File: src/rtl/ysyx_23060184_imm_pkg.sv
// Shared constants for the NPC immediate generator: extension-op encodings
// and the default datapath width.
package ysyx_23060184_imm_pkg;

  localparam int DATA_WIDTH    = 32;
  localparam int EXT_OP_LENGTH = 3;

  // Codes 6 and 7 are deliberately left unassigned; the decoder flags them.
  typedef enum logic [EXT_OP_LENGTH-1:0] {
    EXT_OP_I = 3'd0,
    EXT_OP_U = 3'd1,
    EXT_OP_S = 3'd2,
    EXT_OP_B = 3'd3,
    EXT_OP_J = 3'd4,
    EXT_OP_Z = 3'd5
  } extOp_t;

endpackage

File: src/rtl/ysyx_23060184_imm_decode.sv
// Pure-combinational RISC-V immediate decoder (I/S/B/U/J/CSR zimm), shared
// with the single-cycle core.
module ysyx_23060184_imm_decode
  import ysyx_23060184_imm_pkg::*;
#(
  parameter int XLEN = DATA_WIDTH
) (
  input  logic [31:0]              inst,
  input  logic [EXT_OP_LENGTH-1:0] extOp,
  output logic [XLEN-1:0]          imm,
  output logic                     err
);

  logic [31:0] imm32;
  logic        unusedOpcode;

  assign unusedOpcode = ^inst[6:0];

  // Every format is formed as a 32-bit sign-extended value first, so widening
  // to 64 bits is a single replication of bit 31 (zimm has bit 31 clear).
  always_comb begin
    imm32 = '0;
    err   = 1'b0;
    case (extOp)
      EXT_OP_I: imm32 = {{20{inst[31]}}, inst[31:20]};
      EXT_OP_S: imm32 = {{20{inst[31]}}, inst[31:25], inst[11:7]};
      EXT_OP_B: imm32 = {{19{inst[31]}}, inst[31], inst[7], inst[30:25], inst[11:8], 1'b0};
      EXT_OP_U: imm32 = {inst[31:12], 12'b0};
      EXT_OP_J: imm32 = {{11{inst[31]}}, inst[31], inst[19:12], inst[20], inst[30:21], 1'b0};
      EXT_OP_Z: imm32 = {27'b0, inst[19:15]};
      default:  err   = 1'b1;
    endcase
  end

  generate
    if (XLEN > 32) begin : gWide
      assign imm = {{(XLEN-32){imm32[31]}}, imm32};
    end else begin : gNarrow
      assign imm = imm32;
    end
  endgenerate

endmodule

File: src/rtl/ysyx_23060184_imm_queue.sv
// Buffered immediate generator: decodes on push and holds {imm, tag, err}
// in a DEPTH-entry FIFO between decode and execute.
module ysyx_23060184_imm_queue
  import ysyx_23060184_imm_pkg::*;
#(
  parameter int XLEN  = DATA_WIDTH,
  parameter int DEPTH = 4,
  parameter int TAG_W = 32
) (
  input  logic                     clk,
  input  logic                     rstn,
  input  logic                     flush,
  input  logic                     in_valid,
  output logic                     in_ready,
  input  logic [31:0]              in_inst,
  input  logic [EXT_OP_LENGTH-1:0] in_ext_op,
  input  logic [TAG_W-1:0]         in_tag,
  output logic                     out_valid,
  input  logic                     out_ready,
  output logic [XLEN-1:0]          out_imm,
  output logic [TAG_W-1:0]         out_tag,
  output logic                     out_err
);

  localparam int PTR_W = $clog2(DEPTH);
  localparam logic [PTR_W:0] FULL_COUNT = (PTR_W+1)'(DEPTH);

  logic [XLEN-1:0]  immMem [DEPTH];
  logic [TAG_W-1:0] tagMem [DEPTH];
  logic             errMem [DEPTH];

  logic [PTR_W-1:0] wrPtr;
  logic [PTR_W-1:0] rdPtr;
  logic [PTR_W:0]   count;

  logic [XLEN-1:0]  decImm;
  logic             decErr;
  logic             push;
  logic             pop;

  ysyx_23060184_imm_decode #(.XLEN(XLEN)) uDecode (
    .inst  (in_inst),
    .extOp (in_ext_op),
    .imm   (decImm),
    .err   (decErr)
  );

  // No pass-through: a full queue refuses input even while the head drains.
  assign in_ready  = (count != FULL_COUNT) && !flush;
  assign out_valid = (count != '0);
  assign push      = in_valid && in_ready;
  assign pop       = out_valid && out_ready && !flush;

  assign out_imm = out_valid ? immMem[rdPtr] : '0;
  assign out_tag = out_valid ? tagMem[rdPtr] : '0;
  assign out_err = out_valid ? errMem[rdPtr] : 1'b0;

  always_ff @(posedge clk or negedge rstn) begin
    if (!rstn) begin
      wrPtr <= '0;
      rdPtr <= '0;
      count <= '0;
    end else if (flush) begin
      wrPtr <= '0;
      rdPtr <= '0;
      count <= '0;
    end else begin
      if (push) wrPtr <= wrPtr + 1'b1;
      if (pop)  rdPtr <= rdPtr + 1'b1;
      case ({push, pop})
        2'b10:   count <= count + 1'b1;
        2'b01:   count <= count - 1'b1;
        default: count <= count;
      endcase
    end
  end

  // Storage needs no reset; the outputs are masked while the queue is empty.
  always_ff @(posedge clk) begin
    if (push) begin
      immMem[wrPtr] <= decImm;
      tagMem[wrPtr] <= in_tag;
      errMem[wrPtr] <= decErr;
    end
  end

endmodule

File: config.mk
export PLATFORM = sky130hd
export DESIGN_NAME = ysyx_23060184_imm_queue
export DESIGN_NICKNAME = d
export VERILOG_FILES = /design/src/rtl/ysyx_23060184_imm_pkg.sv /design/src/rtl/ysyx_23060184_imm_decode.sv /design/src/rtl/ysyx_23060184_imm_queue.sv
export SDC_FILE = /design/constraint.sdc
export NUM_CORES = 1
export LEC_CHECK = 0
export BUFFER_PORTS_ARGS = -buffer_cell sky130_fd_sc_hd__buf_2
export CELL_PAD_IN_SITES_DETAIL_PLACEMENT = 0
export CELL_PAD_IN_SITES_GLOBAL_PLACEMENT = 1
export CORE_MARGIN = 5
export CORE_UTILIZATION = 40
export CTS_CLUSTER_SIZE = 8
export DETAILED_ROUTE_END_ITERATION = 6
export PLACE_DENSITY = 0.74
export SLEW_MARGIN = 5
export SYNTH_ARGS = -nofsm -noshare
export SYNTH_HDL_FRONTEND = slang
export SYNTH_SLANG_ARGS = --single-unit
File: constraint.sdc
create_clock -name clk -period 5.44 [get_ports clk]
set_input_delay 1.088 -clock clk [delete_from_list [all_inputs] [get_ports clk]]
set_output_delay 1.088 -clock clk [all_outputs]
set_load 0.02 [all_outputs]
* Yosys cells after proc, flatten, opt, wreduce, memory -nomap -nowiden *
Memory sizes are Yosys's and may differ from the RTL's.
Cells that the tools add are included.

cells by class
  div/mod/pow operators = 0
  bitwise logic cells = 0
  mux-type cells = 13
  equality and inequality tests = 8
  add/subtract/negate cells = 4
  shifts and indexed selects = 0
  order comparisons = 0
  $mul = 0
  reduce and logical (&&, ||, !) cells = 11

operators by type and width
  cell                   number
  $pmux W32 S6           1
  $mux W32               2
  $mux W2                4
  $eq A3 B2 Y1 const B   2
  $eq A3 B3 Y1 const B   2
  $pmux W3 S2            1
  $reduce_bool A3 Y1     2
  $reduce_or A6 Y1       1
  $add A2 B1 Y2 const B  2
  $logic_and A1 B1 Y1    4
  $mux W1                4
  $reduce_bool A2 Y1     2
  $add A3 B1 Y3 const B  1
  $eq A3 B1 Y1 const B   1
  $logic_not A3 Y1       1
  $mux W3                1
  $ne A3 B3 Y1 const B   1
  $sub A3 B1 Y3 const B  1
  $eq A2 B1 Y1 const B   1
  $eq A2 B2 Y1 const B   1
  $logic_not A1 Y1       1

storage, ports and cells
  word-level logic and storage cells = 42
  input bits = 72
  ROM bits = 0
  output and inout port bits = 67
  register bits after elaboration = 7
  RAM bits = 260
  memories kept = 3
  latch bits = 0

memory list
  name    depth  width  read ports  clocked after Yosys merged registers in  wr ports  RTL line                       RTL
  immMem  4      32     1           0                                        1         ysyx_23060184_imm_queue.sv:28  logic [XLEN-1:0] immMem [DEPTH];
  tagMem  4      32     1           0                                        1         ysyx_23060184_imm_queue.sv:29  logic [TAG_W-1:0] tagMem [DEPTH];
  errMem  4      1      1           0                                        1         ysyx_23060184_imm_queue.sv:30  logic errMem [DEPTH];

* Longest topological paths before layout *
  depth after elaboration = 6
  depth in mapped cells = 7
  gate-level depth less buffers = 6

* Modules after synthesis *
From an unflattened synthesis, not the netlist that was laid out.

unflattened totals
  cell total of the unflattened synthesis = 545
  area, all modules = 10929.2 um^2

by module, submodules not included
  module                    seq. area each (um^2)  times used  area each (um^2)  cells each
  ysyx_23060184_imm_queue   7982.7                 1           10347.4           464
  ysyx_23060184_imm_decode  0.0                    1           581.8             81

* Worst setup path before layout *
OpenSTA, ideal clock, no wires.

  path type = input to register
  start point = input in_valid
  end point = memory errMem[0], enable pin
  setup time = 0.430 ns
  slack = 1.915 ns
  path buffers = 0
  cell stages on the path = 3
  data required time = 5.010 ns
  arrival = 3.095 ns
  path through = inv_1 a211oi_4 and2_1

on the way
  word-level cells in the longest chain between the ends = 3

ends and longest elaborated chain
  what                           RTL line                       RTL
  start, declared                ysyx_23060184_imm_queue.sv:13  input logic in_valid,
  $logic_and A1 B1 Y1            ysyx_23060184_imm_queue.sv:51  assign push = in_valid && in_ready;
  $mux W1                        ysyx_23060184_imm_queue.sv:80  if (push) begin
  $mux W1 (not written as such)  ysyx_23060184_imm_queue.sv:83  errMem[wrPtr] <= decErr;
  end, declared                  ysyx_23060184_imm_queue.sv:30

Every way passes these cells.

* Worst setup path after layout *
  start point = register rdPtr[0]
  end point = output out_imm[5]

on the way
  word-level cells in the longest chain between the ends = 2

ends and longest elaborated chain
  what                    RTL line                       RTL
  start, declared         ysyx_23060184_imm_queue.sv:33  logic [PTR_W-1:0] rdPtr;
  start signal, assigned  ysyx_23060184_imm_queue.sv:69  if (pop) rdPtr <= rdPtr + 1'b1;
  $mem_v2 Z4 W32          n/a
  $mux W32                ysyx_23060184_imm_queue.sv:54  assign out_imm = out_valid ? immMem[rdPtr] : '0;
  end, declared           ysyx_23060184_imm_queue.sv:20  output logic [XLEN-1:0] out_imm,

Every way passes these cells.

==> flow_summary.ini <==
[placed_design]
port_buffers = 131
detailedPlacementHpwl_um = 12470
place.gp.congestion = 0.7605

[route]
wl_um = 21900
antenna_left = 0
drc = 0
wl_per_cell_um = 21.28
drt-initial-drc-count = 370
vias_per_cell = 5.222
via_count = 5373
drtPass1Iterations = 4

[sta]
slew_violations = 0
fin_skew_ns = 0.02033
fmax_mhz = 259.3
grt_setup_unrepaired = no
setup_violations = 0
setup_tns_ns = 0
slew_headroom = 0.2835
min_period_over_period = 0.7090
hold_viol_final = 0
fin_crit_ns = 3.857
worst_pin_slew_ns = 1.075

[setup_path]
crit_path_start = rdPtr[0]$_DFFE_PN0P_
rr_endpoint = tagMem[3][4]$_DFFE_PP_
endpoint_kind = primary output
slowest_delay_ns = 0.78
critical_path.slowest_cell = dfrtp_4
start_kind = flip-flop
ff2ff_setup_slack_ns = 3.03
crit_type = reg -> out
critPathBufInv = 2
worstPathArrival_ns = 2.77
r2r_start = count[0]$_DFFE_PN0P_
reg2reg_depth = 3
crit_fanout = 27
critPathTopFamily = flip-flops
cp.required_ns = 4.35
worstPathCellList = buf_4, mux4_2, and2_1, buf_2

[die]
core_region_area_mm2 = 0.02621
initial_core_util = 0.4084
dieHeight_um = 173.6
rows = 59
fp.dieW_um = 173.6
fp.dieArea_mm2 = 0.03012
ioPinCount = 139

[clock_tree]
clk_path_buf_depth = 3
clock-sinks = 267
cts_tree = yes
ctsHoldBuffers = 0
numCtsBuffers = 39
clk_pin_slew_worst_paths_ns = 0.05
clkLatencyLatePin_ns = 0.51
cts_max_level = 2
cts_root_buf = clkbuf_16
postCtsSetupRepairBufs = 0
cts.repair.resized = 0

[pwr]
p_seq_frac = 0.400
p_int_w = 0.004447
p_total_w = 0.006322
p_per_area_mw_per_mm2 = 494.6
switchingPower_w = 0.001875
netSwitchingFraction = 0.2966
irDropWorstVdd_uv = 249.5
clkPwrFrac = 0.342
combPwrFrac = 0.257
p_leak_nw = 4.525

[synth]
synth_edf_count = 260
async_flop_share = 0.02622
syn_inst = 532
synthesis.nets = 609
synth-main-ff-cell = edfxtp_1
syn_area_per_cell_um2 = 20.12
seq_area_frac_synth = 0.7459
yosysUniqueCellTypes = 35
ys_ff_latch = 267
yosys_warnings = 0
syn_area_mm2 = 0.01070

[grt]
first_global_vias = 6059
grt_pass1_wl_um = 34850
antenna_found_initial = 0
grt_max_degree = 67
grt_usage = 0.1479
gr-total-overflow = 0

[final_layout]
final_nets = 756
num_antenna_cells = 0
drive_above_1_share = 0.3660
syn2layout_area_growth_pct = 19.43

[flow_run]
maxCapViolCount = 0

[min_path]
hp-class = in -> async

[outcome]
outcome = complete, no violations
cells by family (layout without fill, tap and decap cells):
logic type,after synthesis,count (layout),synth area share
adder cells (fa/ha/maj),5,5,0.006548
flip-flops,267,267,0.7459
buffers and inverters,34,196,0.01590
AO/OA/AOI/OAI,42,42,0.02689
AND/OR/NAND/NOR,112,112,0.06115
XOR/XNOR,5,5,0.004795
multiplexers,67,67,0.1388
worst max path at each step:
stage	cells after the start	slack (ns)	end
floorplan	3	1.91	errMem[0]$_DFFE_PP_
global placement	4	2.03	out_imm[5]
detailed placement	4	2.01	out_imm[5]
CTS	4	1.46	out_imm[5]
global route	4	1.36	out_imm[29]
finish	4	1.58	out_imm[5]
area by class of cell:
| cell class | count | area [um^2] |
|---|---|---|
| fill | 2169 | 13430 |
| sequential | 267 | 7990 |
| multi-input combinational | 231 | 2560 |
| clock buffer | 52 | 1025 |
| timing repair buffer | 135 | 685.7 |
| tap | 335 | 419.2 |
| clock inverter | 4 | 82.58 |
| inverter | 5 | 18.77 |
layer usage:
layer | track usage | routed length [um] | vias to the layer above
met4 | 0.03292 | 315 | 0
met3 | 0.03730 | 1360 | 31
li1 | - | - | 2408
met1 | 0.1934 | 9109 | 2783
met5 | 0 | 0 | -
met2 | 0.2520 | 11120 | 151
power groups by stage:
stage / clock network, W / logic, W / registers, W
3_5_place_dp: 0 / 0.00167 / 0.00258
3_3_place_gp: 0 / 0.00165 / 0.00256
6_report: 0.00216 / 0.00163 / 0.00253
4_1_cts: 0.00223 / 0.00168 / 0.00254
2_1_floorplan: 0 / 0.00122 / 0.00248
5_1_grt: 0.00233 / 0.00177 / 0.00255
state kept, by name (all words and copies together) (netlist names):
name / count
rdPtr: 2
wrPtr: 2
tagMem: 128
count: 3
errMem: 4
immMem: 128
placed cells by master (no fill, tap or decap), drive strengths merged, types with 2 or more instances in the layout:
cell type and instances:
o22ai 3, xnor2 2, edfxtp 260, nand2b 2, a21oi 8, mux4 65
and2 77, inv 6, nor2b 8, nor3 3, nor2 11, o21ai 6
xor2 3, clkbuf 52, dfrtp 7, buf 135, nand2 8, ha 4
o21a 2, a21o 19, clkinv 2
through the flow:
| step | instance area [um^2] | instances | setup WS [ns] | utilization | hold WS, ns |
|---|---|---|---|---|---|
| after floorplan | 10700 | 532 | 1.915 | - | 0.5616 |
| after global placement | 11670 | 973 | 2.028 | 0.4455 | 0.5880 |
| after detailed placement | 11670 | 973 | 2.010 | 0.4455 | 0.6330 |
| after CTS | 12780 | 1029 | 1.464 | 0.4877 | 0.3780 |
| after global routing | 12780 | 1029 | 1.363 | 0.4877 | 0.3888 |
| final | 12780 | 1029 | 1.583 | 0.4877 | 0.3975 |
Yosys cell counts, types with 4 or more instances:
| library cell | count | area share |
|---|---|---|
| a21o_1 | 19 | 0.013 |
| a21oi_1 | 8 | 0.0037 |
| and2_1 | 77 | 0.045 |
| buf_2 | 4 | 0.0019 |
| buf_6 | 5 | 0.0053 |
| clkbuf_1 | 18 | 0.0063 |
| dfrtp_1 | 7 | 0.016 |
| edfxtp_1 | 260 | 0.73 |
| ha_1 | 4 | 0.0047 |
| inv_1 | 5 | 0.0018 |
| mux4_2 | 65 | 0.14 |
| nand2_1 | 7 | 0.0025 |
| nor2_1 | 10 | 0.0035 |
| nor2b_1 | 8 | 0.0047 |
| o21ai_0 | 6 | 0.0028 |
Note: power is estimated with default switching activity, not from simulation.
